$ cat src/rtl/ntt_pkg.sv
// NTT shared constants and the zeta loader state encoding.
// Optional feature macro used by zeta_loader: ZETA_RANGE_CHECK_EN.
package ntt_pkg;

    localparam int NTT_STAGE_CNT = 7;
    localparam int DATA_WIDTH    = 12;
    localparam int Q             = 3329;

    typedef enum logic [1:0] {
        IDLE = 2'd0,
        LOAD = 2'd1,
        DONE = 2'd2
    } loader_state_t;

endpackage

$ cat src/rtl/zeta_idx_decode.sv
// Flat zeta index -> {one-hot stage, offset within stage bank}.
// stage = floor(log2 idx), offset = idx with its leading one cleared.
module zeta_idx_decode #(
    parameter int STAGE_CNT = 3
) (
    input  logic [STAGE_CNT-1:0] idx,
    output logic [STAGE_CNT-1:0] stage_oh,
    output logic [STAGE_CNT-2:0] offset
);

    logic [STAGE_CNT-1:0] off_full;

    // Priority encode: the highest set bit of idx wins.
    always_comb begin
        stage_oh = '0;
        off_full = '0;
        for (int unsigned i = 0; i < STAGE_CNT; i++) begin
            if (idx[i]) begin
                stage_oh    = '0;
                stage_oh[i] = 1'b1;
                off_full    = idx;
                off_full[i] = 1'b0;
            end
        end
        offset = off_full[STAGE_CNT-2:0];
    end

endmodule

$ cat src/rtl/zeta_loader.sv
// Zeta loader: scatters a flat valid/ready stream of twiddle factors into
// per-stage zeta RAM banks as one-hot registered write strobes.
// Optional: ZETA_RANGE_CHECK_EN builds the s_data >= Q sticky error flag;
// without it err is tied low.
module zeta_loader
    import ntt_pkg::*;
#(
    parameter int STAGE_CNT = NTT_STAGE_CNT,
    parameter int WIDTH     = DATA_WIDTH
) (
    input  logic                 clk,
    input  logic                 rst,
    input  logic                 start,
    input  logic                 s_valid,
    output logic                 s_ready,
    input  logic [WIDTH-1:0]     s_data,
    output logic [STAGE_CNT-1:0] wr_en,
    output logic [STAGE_CNT-2:0] wr_addr,
    output logic [WIDTH-1:0]     wr_data,
    output logic                 busy,
    output logic                 done,
    output logic                 err
);

    loader_state_t        state_q, state_d;
    logic [STAGE_CNT-1:0] idx_q, idx_d;
    logic [STAGE_CNT-1:0] wr_en_q, wr_en_d;
    logic [STAGE_CNT-2:0] wr_addr_q, wr_addr_d;
    logic [WIDTH-1:0]     wr_data_q, wr_data_d;
    logic [STAGE_CNT-1:0] dec_oh;
    logic [STAGE_CNT-2:0] dec_off;
    logic                 accept;
    logic                 load_req;

    zeta_idx_decode #(
        .STAGE_CNT (STAGE_CNT)
    ) u_dec (
        .idx      (idx_q),
        .stage_oh (dec_oh),
        .offset   (dec_off)
    );

    assign s_ready  = (state_q == LOAD);
    assign busy     = (state_q == LOAD);
    assign done     = (state_q == DONE);
    assign accept   = s_valid & s_ready;
    assign load_req = start & (state_q != LOAD);

    assign wr_en   = wr_en_q;
    assign wr_addr = wr_addr_q;
    assign wr_data = wr_data_q;

    // State, index and write-port registers.
    always_ff @(posedge clk or posedge rst) begin
        if (rst) begin
            state_q   <= IDLE;
            idx_q     <= STAGE_CNT'(1);
            wr_en_q   <= '0;
            wr_addr_q <= '0;
            wr_data_q <= '0;
        end else begin
            state_q   <= state_d;
            idx_q     <= idx_d;
            wr_en_q   <= wr_en_d;
            wr_addr_q <= wr_addr_d;
            wr_data_q <= wr_data_d;
        end
    end

    // Next state and write generation; strobe is only set on an accept.
    always_comb begin
        state_d   = state_q;
        idx_d     = idx_q;
        wr_en_d   = '0;
        wr_addr_d = wr_addr_q;
        wr_data_d = wr_data_q;
        case (state_q)
            IDLE, DONE: begin
                if (start) begin
                    state_d = LOAD;
                    idx_d   = STAGE_CNT'(1);
                end
            end
            LOAD: begin
                if (accept) begin
                    wr_en_d   = dec_oh;
                    wr_addr_d = dec_off;
                    wr_data_d = s_data;
                    // Leaving on the last index keeps idx from wrapping.
                    if (idx_q == '1) begin
                        state_d = DONE;
                    end else begin
                        idx_d = idx_q + STAGE_CNT'(1);
                    end
                end
            end
            default: state_d = IDLE;
        endcase
    end

`ifdef ZETA_RANGE_CHECK_EN
    localparam logic [WIDTH-1:0] Q_W = WIDTH'(Q);

    logic err_q, err_d;

    // Sticky out-of-range flag, cleared by a new load request.
    always_comb begin
        err_d = err_q;
        if (load_req) begin
            err_d = 1'b0;
        end else if (accept && (s_data >= Q_W)) begin
            err_d = 1'b1;
        end
    end

    // Error flag register.
    always_ff @(posedge clk or posedge rst) begin
        if (rst) begin
            err_q <= 1'b0;
        end else begin
            err_q <= err_d;
        end
    end

    assign err = err_q;
`else
    logic unused_load_req;
    assign unused_load_req = load_req;
    assign err             = 1'b0;
`endif

endmodule

$ cat config.mk
export PLATFORM = sky130hd
export DESIGN_NAME = zeta_loader
export DESIGN_NICKNAME = d
export VERILOG_FILES = /design/src/rtl/ntt_pkg.sv /design/src/rtl/zeta_idx_decode.sv /design/src/rtl/zeta_loader.sv
export SDC_FILE = /design/constraint.sdc
export NUM_CORES = 1
export LEC_CHECK = 0
export BUFFER_PORTS_ARGS = -buffer_cell sky130_fd_sc_hd__buf_4
export CAP_MARGIN = 25
export CORE_ASPECT_RATIO = 0.9
export CORE_MARGIN = 2
export CORE_UTILIZATION = 51
export DETAILED_ROUTE_END_ITERATION = 12
export PLACE_DENSITY = 0.78
export RECOVER_POWER = 50
export SYNTH_ARGS = -nofsm -noshare
export SYNTH_HDL_FRONTEND = slang
export SYNTH_HIERARCHICAL = 1
export SYNTH_SLANG_ARGS = --single-unit
$ cat constraint.sdc
create_clock -name clk -period 2.15 [get_ports clk]
set_clock_uncertainty 0.1 [all_clocks]
set_input_delay 0.43 -clock clk [delete_from_list [all_inputs] [get_ports clk]]
set_output_delay 0.43 -clock clk [all_outputs]
set_load 0.05 [all_outputs]
==> metrics <==
outcome=completed; Pleak=0.9875 nW; antenna cells=0; post-route DRC violation count=0; startpoint types=register; Worst Max-Slew Pin Slew=a little over 800 ps; R2R Path End=idx_q[0]; first-pass GRT wire length=between 5000 and 6000 um; Die H=between 50 and 60 um; Tightest Hold Check Type=in2reg; crit path buf inv count=1; Initial DRT Pass Iterations=4; vias per std cell=5.051; Post-Syn Nets=190; Crit-path slowest cell=dfrtp_1; VDD IR-drop max=between 800 and 900 uV; Cell variety after synth=36; layout cells sized above 1=0.2279; routability cong.=0.8344; Post-synth top cells=nand2_1, dfrtp_1, and2_1; FP Rows=19; largest net degree at the start of global routing=35; count leader, synth=nand2_1; f_max=521.1 MHz; Seq/Total Area, Yosys=0.5329; Final #Nets=approximately 230; FFs w/ async S/R, synth=1.000; Synth top area share=0.5164; grt ovf=0; slew margin rel.=0.4575; I/O pin total=45; final setup vio count=0; synth warn=6; H-Tree Depth=2; clock buffer depth=2; Crit. path cell count=2; fillers=between 200 and 300; WL final=about 3200 um; Final min period=between 1500 and 2000 ps; clk_lat worst skew=around 330 ps; unrepaired setup endpoints after global routing=false; area leader, netlist=dfrtp_1; Crit. Startpoint=state_q[0]; core area=around 3000 um2; hpwl dp=roughly 2200 um; setup TNS=0 ps; synthesized cell area=between 1500 and 2000 um2; Hold Vio Cnt, Final=0; Syn Area/Cell=9.243 um2; antenna viol nets, final=0; Crit path max-delay family=flip-flops; ys flop type=dfrtp_1; post-cts repair resize count=0; number of setup buffers added after CTS=0; MaxCap Viol Count=0; Worst Path Required=approximately 1600 ps; WHS=188.9 ps; Starting Density=0.5296; initial antenna violation count=0; chip width=63.03 um; vias=approximately 1,300; wire per inst=between 10 and 15 um; # port buffers=43; cts bufs inserted=5; reg-to-reg startpoint=idx_q[1]; hold buffer count at CTS=0; vias in the first global route=roughly 1,300; CP max stage delay=approximately 510 ps; Post-synth EDFFs=0; root buffer cell=clkbuf_4; Tot GR Track Use=0.1988; crit path DAT=about 1400 ps; critical path class=reg2out; Clock transition at path regs=90 ps; CP Capture Point=busy; clk sinks=34; CTS tree=built; hold_sp=s_data[5]; Synth area leaders=dfrtp_1, nand2_1, and2_1; Crit. End Element=output port; die area=between 3000 and 4000 um2; Pwr Density=1531 nW/um2; Initial DRC Count=about 60; R2R depth=5; crit-path max FO=11; synthesis-to-finish area growth=21.52%; final period utilization=0.8926; Syn Inst Count=between 150 and 200; FF+latch count, synth=34; depth of the worst hold-timing path=3; worst-path cell chain=nor2b_1 -> buf_4; pins over their slew limit=0; slack of the worst reg-to-reg path=between 300 and 400 ps
-- where the power goes --
group	switching, W	internal, W	leakage (nW)
logic	0.00106	0.000485	0.539
clock network	0.000190	0.000147	0.0302
registers	0.000227	0.000861	0.418
-- state kept, by name, summed over array words and instances, names as in the netlist --
name     flops
wr_addr      6
idx_q        7
wr_en        7
wr_data     12
state_q      2
-- area by class of cell --
type | instances | area [um2] | area share
Multi-Input combinational cell | 123 | 658.1 | 0.3387
Timing Repair Buffer | 47 | 310.3 | 0.1597
Clock buffer | 6 | 51.30 | 0.02640
Inverter | 5 | 18.77 | 0.009659
Tap cell | 42 | 52.55 | 0.02704
Sequential cell | 34 | 852.1 | 0.4385
-- worst min path at each step --
stage / slack, ps / endpoint
6_report: 190 / wr_data[5]
5_1_grt: 170 / wr_data[2]
4_1_cts: 90 / wr_data[2]
3_5_place_dp: 370 / wr_data[6]
3_3_place_gp: 360 / wr_data[9]
2_1_floorplan: 420 / idx_q[0]
-- layer usage --
metal  wire [um]  up-vias  global-route usage
li1            -      647                   -
met1        1416      602              0.2391
met2        1524       44              0.3450
met3         213        5             0.06509
met4          26        0             0.05714
met5           0        -                   0
-- per-stage QoR --
step                setup slack (ps)  instance area [um2]  instances  total power, W  utilization
finish                         231.0                 1943        257        0.002974       0.6436
global route                   107.6                 1943        257        0.003172       0.6436
CTS                            194.9                 1986        257        0.003037       0.6577
detailed placement             363.2                 1934        251        0.002692       0.6407
global placement               436.0                 1934        251        0.002646       0.6407
floorplan                      387.7                 1599        173        0.002255            -
-- tightest hold or removal path, stage by stage --
cell and delay (ps):
buf_4 70, nand2_1 40, nand2_1 50
-- kinds of logic (layout without fill, tap and decap cells) --
family | count (synthesis) | in the layout | synth area share
flops | 34 | 34 | 0.5329
simple gates | 105 | 105 | 0.3216
buf+inv | 16 | 58 | 0.05556
other cells | 1 | 1 | 0.002345
compound gates | 16 | 16 | 0.07982
fa+ha+maj | 1 | 1 | 0.007823
-- cell usage in the layout, fill, tap and decap left out, types with 3 or more instances in the layout --
cell	instances
inv_1	5
clkbuf_1	10
o21ai_0	3
and3_1	3
nand2_1	62
nor3b_1	3
dfrtp_1	33
nor2b_1	6
and2_1	11
nand3_1	7
nand4_1	3
buf_4	34
clkbuf_4	6
(Power assumes the default switching activity.)
